--- src/rtl/i2s_tx_sched_pkg.sv ---
// i2s_pkg: shared types and defaults for the I2S transmit scheduler.
//   DEF_DEPTH / DEF_DW : default FIFO depth (stereo pairs) and sample width
//   pair_t             : one stereo pair {l, r} at the default sample width
//   stage_t            : pair-assembly FSM states
//   run_t              : top-level enable FSM states
package i2s_pkg;

    localparam int DEF_DEPTH = 4;
    localparam int DEF_DW    = 32;

    typedef struct packed {
        logic [DEF_DW-1:0] l;
        logic [DEF_DW-1:0] r;
    } pair_t;

    typedef enum logic [0:0] {
        STAGE_EMPTY = 1'b0,
        HAVE_L      = 1'b1
    } stage_t;

    typedef enum logic [0:0] {
        DISABLED = 1'b0,
        RUN      = 1'b1
    } run_t;

endpackage

--- src/rtl/i2s_tx_sched_if.sv ---
// i2s_tx_sched_if: sample-write and frame-handshake bundle of i2s_tx_sched.
//   i_wr_l / i_wr_r : single-cycle software write strobes for TXL / TXR
//   i_wdata         : write data accompanying the strobes
//   i_frame_ready   : serializer takes the head pair at a WS frame boundary
//   o_frame_valid   : head pair available
//   o_frame_l/_r    : head pair (zero while o_frame_valid is low)
// Modports: master = software/serializer side, slave = scheduler side.
interface i2s_tx_sched_if
    import i2s_pkg::*;
#(
    parameter int DW = DEF_DW
) ();

    logic          i_wr_l;
    logic          i_wr_r;
    logic [DW-1:0] i_wdata;
    logic          i_frame_ready;
    logic          o_frame_valid;
    logic [DW-1:0] o_frame_l;
    logic [DW-1:0] o_frame_r;

    modport master (
        output i_wr_l, i_wr_r, i_wdata, i_frame_ready,
        input  o_frame_valid, o_frame_l, o_frame_r
    );

    modport slave (
        input  i_wr_l, i_wr_r, i_wdata, i_frame_ready,
        output o_frame_valid, o_frame_l, o_frame_r
    );

endinterface

--- src/rtl/i2s_tx_sched_pair_fifo.sv ---
// i2s_pair_fifo: synchronous first-word-fall-through FIFO of packed pairs.
//   i_clk, i_rst_n : clock, synchronous active-low reset
//   i_flush        : empties the FIFO at the next edge (overrides push/pop)
//   i_push, i_din  : write request and data; accepted if not full or popping
//   i_pop          : read request; ignored when empty
//   o_dout         : head entry, valid one cycle after its push edge
//   o_level        : occupancy 0..DEPTH; o_full / o_empty derived from it
module i2s_pair_fifo
    import i2s_pkg::*;
#(
    parameter int DEPTH = DEF_DEPTH,
    parameter int W     = 2 * DEF_DW
) (
    input  logic                     i_clk,
    input  logic                     i_rst_n,
    input  logic                     i_flush,
    input  logic                     i_push,
    input  logic [W-1:0]             i_din,
    input  logic                     i_pop,
    output logic [W-1:0]             o_dout,
    output logic [$clog2(DEPTH):0]   o_level,
    output logic                     o_full,
    output logic                     o_empty
);

    localparam int AW = $clog2(DEPTH);
    localparam int LW = AW + 1;

    logic [W-1:0]  mem [DEPTH];
    logic [AW-1:0] wr_ptr;
    logic [AW-1:0] rd_ptr;
    logic          push_ok;
    logic          pop_ok;

    assign o_full  = (o_level == LW'(DEPTH));
    assign o_empty = (o_level == '0);
    assign pop_ok  = i_pop && !o_empty;
    // A full FIFO still accepts a push when the head leaves in the same cycle.
    assign push_ok = i_push && (!o_full || pop_ok);
    assign o_dout  = mem[rd_ptr];

    always_ff @(posedge i_clk) begin
        if (!i_rst_n || i_flush) begin
            wr_ptr  <= '0;
            rd_ptr  <= '0;
            o_level <= '0;
        end else begin
            if (push_ok) wr_ptr <= wr_ptr + 1'b1;
            if (pop_ok)  rd_ptr <= rd_ptr + 1'b1;
            o_level <= o_level + LW'(push_ok) - LW'(pop_ok);
        end
    end

    always_ff @(posedge i_clk) begin
        if (i_rst_n && !i_flush && push_ok) mem[wr_ptr] <= i_din;
    end

endmodule

--- src/rtl/i2s_tx_sched.sv ---
// i2s_tx_sched: I2S transmit scheduler. Assembles TXL/TXR software writes
// into stereo pairs, queues them and hands them to the serializer.
//   i_clk, i_rst_n  : clock, synchronous active-low reset
//   i_en            : enable (CR bit 0); a falling edge flushes queue and staging
//   bus (slave)     : write strobes/data and frame handshake, see i2s_tx_sched_if
//   o_full/o_empty  : FIFO status; o_level : occupancy 0..DEPTH
//   o_underrun/o_overrun/o_seq_err : sticky flags, cleared by i_flag_clr
//   o_irq           : registered low-watermark/underrun interrupt, present only
//                     when I2S_TX_SCHED_IRQ_EN is defined
module i2s_tx_sched
    import i2s_pkg::*;
#(
    parameter int DEPTH  = DEF_DEPTH,
    parameter int DW     = DEF_DW,
    parameter int LOW_WM = 1
) (
    input  logic                   i_clk,
    input  logic                   i_rst_n,
    input  logic                   i_en,
    input  logic                   i_flag_clr,
    i2s_tx_sched_if.slave          bus,
    output logic                   o_full,
    output logic                   o_empty,
    output logic [$clog2(DEPTH):0] o_level,
    output logic                   o_underrun,
    output logic                   o_overrun,
    output logic                   o_seq_err
`ifdef I2S_TX_SCHED_IRQ_EN
    ,
    output logic                   o_irq
`endif
);

    if (DEPTH < 2 || (DEPTH & (DEPTH - 1)) != 0 || LOW_WM < 0) begin : g_bad_param
        $error("i2s_tx_sched: DEPTH must be a power of 2 >= 2 and LOW_WM >= 0");
    end

    stage_t          stage;
    logic [DW-1:0]   stage_l;
    run_t            run_state;

    logic            both;
    logic            push_req;
    logic            push;
    logic            pop;
    logic            flush;
    logic            underrun_set;
    logic            overrun_set;
    logic            seq_set;
    logic [2*DW-1:0] push_data;
    logic [2*DW-1:0] head;

    always_comb begin
        both         = bus.i_wr_l && bus.i_wr_r;
        push_req     = both || (bus.i_wr_r && stage == HAVE_L);
        push_data    = both ? {bus.i_wdata, bus.i_wdata} : {stage_l, bus.i_wdata};
        seq_set      = bus.i_wr_r && !bus.i_wr_l && stage == STAGE_EMPTY;
        flush        = (run_state == RUN) && !i_en;
        pop          = bus.o_frame_valid && bus.i_frame_ready;
        underrun_set = i_en && bus.i_frame_ready && o_empty;
        overrun_set  = push_req && o_full && !pop;
        // A pair assembled in the flush cycle is discarded with the rest.
        push         = push_req && !flush;
    end

    assign bus.o_frame_valid = i_en && !o_empty;
    assign bus.o_frame_l     = bus.o_frame_valid ? head[2*DW-1:DW] : '0;
    assign bus.o_frame_r     = bus.o_frame_valid ? head[DW-1:0]    : '0;

    i2s_pair_fifo #(
        .DEPTH (DEPTH),
        .W     (2 * DW)
    ) u_fifo (
        .i_clk   (i_clk),
        .i_rst_n (i_rst_n),
        .i_flush (flush),
        .i_push  (push),
        .i_din   (push_data),
        .i_pop   (pop),
        .o_dout  (head),
        .o_level (o_level),
        .o_full  (o_full),
        .o_empty (o_empty)
    );

    always_ff @(posedge i_clk) begin
        if (!i_rst_n) begin
            run_state <= DISABLED;
        end else begin
            run_state <= i_en ? RUN : DISABLED;
        end
    end

    always_ff @(posedge i_clk) begin
        if (!i_rst_n || flush) begin
            stage   <= STAGE_EMPTY;
            stage_l <= '0;
        end else if (both) begin
            stage   <= STAGE_EMPTY;
        end else if (bus.i_wr_l) begin
            stage   <= HAVE_L;
            stage_l <= bus.i_wdata;
        end else if (bus.i_wr_r) begin
            stage   <= STAGE_EMPTY;
        end
    end

    // Sticky flags: a same-cycle set beats i_flag_clr.
    always_ff @(posedge i_clk) begin
        if (!i_rst_n) begin
            o_underrun <= 1'b0;
            o_overrun  <= 1'b0;
            o_seq_err  <= 1'b0;
        end else begin
            o_underrun <= underrun_set || (o_underrun && !i_flag_clr);
            o_overrun  <= overrun_set  || (o_overrun  && !i_flag_clr);
            o_seq_err  <= seq_set      || (o_seq_err  && !i_flag_clr);
        end
    end

`ifdef I2S_TX_SCHED_IRQ_EN
    always_ff @(posedge i_clk) begin
        if (!i_rst_n) begin
            o_irq <= 1'b0;
        end else begin
            o_irq <= i_en && ((int'(o_level) <= LOW_WM) || o_underrun);
        end
    end
`endif

endmodule

--- src/flat_wrapper.sv ---
// flat-port wrapper written by rule: the top's interface ports become plain ports
module i2s_tx_sched_flat import i2s_pkg::*;
#(
    parameter int DEPTH  = DEF_DEPTH,
    parameter int DW     = DEF_DW,
    parameter int LOW_WM = 1
)
  (i_clk, i_rst_n, i_en, i_flag_clr, o_full, o_empty, o_level, o_underrun, o_overrun, o_seq_err, bus_i_wr_l, bus_i_wr_r, bus_i_wdata, bus_i_frame_ready, bus_o_frame_valid, bus_o_frame_l, bus_o_frame_r);
  i2s_tx_sched_if #(.DW(DW)) bus_i ();
  input  logic i_clk;
  input  logic i_rst_n;
  input  logic i_en;
  input  logic i_flag_clr;
  output logic o_full;
  output logic o_empty;
  output logic [$clog2(DEPTH):0] o_level;
  output logic o_underrun;
  output logic o_overrun;
  output logic o_seq_err;
  input wire logic [$bits(bus_i.i_wr_l)-1:0] bus_i_wr_l;
  input wire logic [$bits(bus_i.i_wr_r)-1:0] bus_i_wr_r;
  input wire logic [$bits(bus_i.i_wdata)-1:0] bus_i_wdata;
  input wire logic [$bits(bus_i.i_frame_ready)-1:0] bus_i_frame_ready;
  output wire logic [$bits(bus_i.o_frame_valid)-1:0] bus_o_frame_valid;
  output wire logic [$bits(bus_i.o_frame_l)-1:0] bus_o_frame_l;
  output wire logic [$bits(bus_i.o_frame_r)-1:0] bus_o_frame_r;
  assign bus_i.i_wr_l = bus_i_wr_l;
  assign bus_i.i_wr_r = bus_i_wr_r;
  assign bus_i.i_wdata = bus_i_wdata;
  assign bus_i.i_frame_ready = bus_i_frame_ready;
  assign bus_o_frame_valid = bus_i.o_frame_valid;
  assign bus_o_frame_l = bus_i.o_frame_l;
  assign bus_o_frame_r = bus_i.o_frame_r;
  i2s_tx_sched #(.DEPTH(DEPTH), .DW(DW), .LOW_WM(LOW_WM)) u_core (.i_clk(i_clk), .i_rst_n(i_rst_n), .i_en(i_en), .i_flag_clr(i_flag_clr), .bus(bus_i), .o_full(o_full), .o_empty(o_empty), .o_level(o_level), .o_underrun(o_underrun), .o_overrun(o_overrun), .o_seq_err(o_seq_err));
endmodule
--- config.mk ---
export PLATFORM = sky130hd
export DESIGN_NAME = i2s_tx_sched_flat
export DESIGN_NICKNAME = d
export VERILOG_FILES = /design/src/rtl/i2s_tx_sched_pkg.sv /design/src/rtl/i2s_tx_sched_if.sv /design/src/rtl/i2s_tx_sched_pair_fifo.sv /design/src/rtl/i2s_tx_sched.sv /design/src/flat_wrapper.sv
export SDC_FILE = /design/constraint.sdc
export NUM_CORES = 1
export LEC_CHECK = 0
export ABC_CLOCK_PERIOD_IN_PS = 3180
export CORE_AREA = 2 2 158 160
export DETAILED_ROUTE_END_ITERATION = 16
export DIE_AREA = 0 0 160 162
export PLACE_DENSITY = 0.73
export REMOVE_ABC_BUFFERS = 1
export SYNTH_ARGS = -nofsm -noshare
export SYNTH_HDL_FRONTEND = slang
export SYNTH_SLANG_ARGS = --single-unit
--- constraint.sdc ---
create_clock -name i_clk -period 3.18 [get_ports i_clk]
set_input_delay 0.318 -clock i_clk [delete_from_list [all_inputs] [get_ports i_clk]]
set_output_delay 0.318 -clock i_clk [all_outputs]
set_load 0.02 [all_outputs]
==> qor.txt <==
Seq/Total Area, Yosys - 0.721
Multi-input combinational cell area - 3060 um2
HPWL after detailed placement - 14100 um
Ant diodes - 0
Worst Skew - 13.8 ps
Crit-path cells - buf_4 -> mux4_2 -> and3_1 -> clkdlybuf4s50_1
Synth warn - 0
# IOs - 112
Worst min path class - input pin to register
Post-synthesis async set-or-reset flop share - 0
Routed vias - 6334
Yosys top cell area share - 0.644
Placement Setup Slack - 447 ps
Clk Latency, worst-skew pair - 550 ps
PostCTS Resize Cnt - 0
Crit-path max FO - 11
Max-Cap Viols - 0
Combinational family with the most area after synthesis - multiplexers
Vias in the first global route - 6961
EDFF count, synth - 256
# setup viols final - 0
Critical path's largest stage delay - 540 ps
Drt drc - 0
Startpoint types - register
Drt total wl - 24800 um
Most frequent cell after synthesis - edfxtp_1
CORE AREA - 24100 um2
Initial antenna violation count - 0
Status - completed
Post-synth top cells - edfxtp_1 (256), nand2_1 (70), and3_1 (69)
Worst vdd ir - 0.000497 V
Hold Path End - u_core.run_state
Worst hold start - i_en
Placed Area - 13500 um2
Area Overhead vs Synth - 21.4%
Post-Synth XOR/XNOR Area - 0.00147
Num Clock Sinks - 302
CP top delay family - buffers and inverters
Final Cycle Share - 0.935
Worst Max-Slew Pin Slew - 938 ps
Synth area leader - edfxtp_1
Post-Synth Adder-Cell Area - 0.00691
Layout cells sized above 1 - 0.215
Yosys reg bits - 302
Slowest-stage cell, CP - clkdlybuf4s50_1
Initial core utilization - 0.495
CTS buffer count - 30
Pre-Repair DR Iteration Count - 6
DRT antenna net count - 0
Pleak - 0.00494 uW
WHS Path Cells - 2
CP bufs+invs - 2
Standard-cell rows - 57
Total grt overflow - 0
Worst Path Arrival - 2660 ps
R2R Setup Slk - 970 ps
Htree depth - 1
Clock Tree Buf Depth - 3
Synth Area in Simple Gates - 0.0705
Endpoints failing hold - 0
Levels on crit path - 4
DR WL/cell - 21.9 um
GP Congestion - 0.722
CTS tree - built
Global-route wire length before repair - 39000 um
RSZ-0062 raised after global routing - false
Reg2reg start - u_core.u_fifo.o_level[1]
Top FF cell, synth - edfxtp_1
Mux cell area share after synthesis - 0.156
Rel. slew slack - 0.373
Crit path required time - 2860 ps
PwrDens - 636 nW/um2
Total global-route track usage - 0.194
Post-Syn Area - 11900 um2
Fill cells - 1803
Die width - 160 um
R2R depth - 9
Post-synth cell types - 35
Die area - 25900 um2
CTS root buffer - clkbuf_16
Fin nets - 829
Avg Vias per Cell - 5.60
CTS clk-pin slew, worst paths - 60 ps
Syn avg cell area - 18.0 um2
Port bufs - 111
Largest net degree at the start of global routing - 68
Area fraction in compound gates after synthesis - 0.0186
Design Area, Final - 14500 um2
Fmax - 0.336 GHz
Pins Over Slew Limit - 0
Period minus WS final - 2970 ps
Iteration-0 DRC Markers - 426
Setup ws final - 207 ps
Storage cell area - 8620 um2
Crit Path Class - register to output pin
Area contributors post-synth - edfxtp_1 (64%), mux4_2 (11%), dfxtp_1 (7.7%), and3_1 (3.6%), mux2_2 (3.1%)
CP endpoint kind - output pin
Die height - 162 um
RR Endpoint - u_core.u_fifo.o_level[2]
Cell count after synthesis - 663
## layout make-up
| class | instances | share of cell area |
|---|---|---|
| clock buffer | 36 | 0.0555 |
| clock inverter | 20 | 0.0127 |
| inverter | 7 | 0.00181 |
| multi-input combinational | 311 | 0.211 |
| sequential | 302 | 0.594 |
| tap | 324 | 0.0280 |
| timing repair buffer | 132 | 0.0971 |
## through the flow
step	total power, uW	util	TNS (ps)	std cells	hold WS [ps]
floorplan	5220	-	-55100	620	397
global placement	5800	0.559	0	1075	438
detailed placement	5830	0.559	0	1075	443
CTS	9300	0.600	0	1131	259
global route	9560	0.602	0	1132	276
finish	9220	0.602	0	1132	265
## cells in the final DEF, fill, tap and decap left out, types with 2 or more instances in the layout
cell / netlist / final
and3_1: 69 / 65
dfxtp_4: 0 / 2
nor2_1: 5 / 5
and2_1: 5 / 5
and3_4: 0 / 4
mux4_2: 60 / 60
clkbuf_16: 0 / 31
buf_4: 0 / 10
buf_12: 6 / 10
clkinv_2: 0 / 8
mux2_2: 33 / 33
edfxtp_1: 256 / 256
ha_1: 5 / 5
clkinvlp_4: 0 / 2
mux4_1: 4 / 4
clkdlybuf4s50_1: 0 / 110
nand2_2: 0 / 2
nor3_1: 2 / 2
nand3_1: 5 / 5
clkinv_1: 0 / 6
nand2_1: 70 / 68
a21oi_1: 32 / 32
bufinv_16: 0 / 3
clkbuf_1: 21 / 4
dfxtp_1: 46 / 44
nor2b_1: 3 / 2
inv_1: 7 / 7
mux2i_1: 3 / 3
## routing by layer
metal	GRT usage	wire length [um]
met1	0.250	10100
met2	0.345	12900
met3	0.0350	1440
met4	0.0446	403
met5	0	0
## state kept, by name, indices dropped and copies added, names as in the netlist, named ones only
| register | count |
|---|---|
| u_core.u_fifo.mem | 256 |
| u_core.stage_l | 32 |
| u_core.u_fifo.o_level | 3 |
| u_core.u_fifo.rd_ptr | 2 |
| u_core.u_fifo.wr_ptr | 2 |
| u_core.o_overrun | 1 |
| u_core.o_seq_err | 1 |
| u_core.o_underrun | 1 |
| u_core.run_state | 1 |
| u_core.stage | 1 |
## worst max-delay path by stage
stage | endpoint | from | slack, ps
3_3_place_gp | u_core.u_fifo.o_level[2] | bus_i_wr_r | 550
5_1_grt | bus_o_frame_r[12] | u_core.u_fifo.o_level[1] | 80
4_1_cts | bus_o_frame_r[6] | register | 10
6_report | bus_o_frame_l[27] | register | 210
2_1_floorplan | bus_o_frame_l[31] | register | -760
3_5_place_dp | u_core.u_fifo.o_level[2] | bus_i_wr_r | 450
## where the power goes
part           internal [uW]  total, uW  switching [uW]
Combinational            603       1300             696
Sequential              4390       4440            51.4
Clock                   2040       3480            1440
Total                   7040       9220            2180
## logic make-up after synthesis
group / Yosys count
adders and majority gates: 6
buffers and inverters: 50
AOI/OAI and AO/OA: 39
muxes: 100
and+or+nand+nor: 164
DFF: 302
xor gates and xnor gates: 2
## timing repair
action | CTS | global route
hold buffers | 0 | 0
buffers inserted | 0 | 1
endpoints found under the setup margin | 0 | 13
Note: power is estimated with default switching activity, not from simulation.
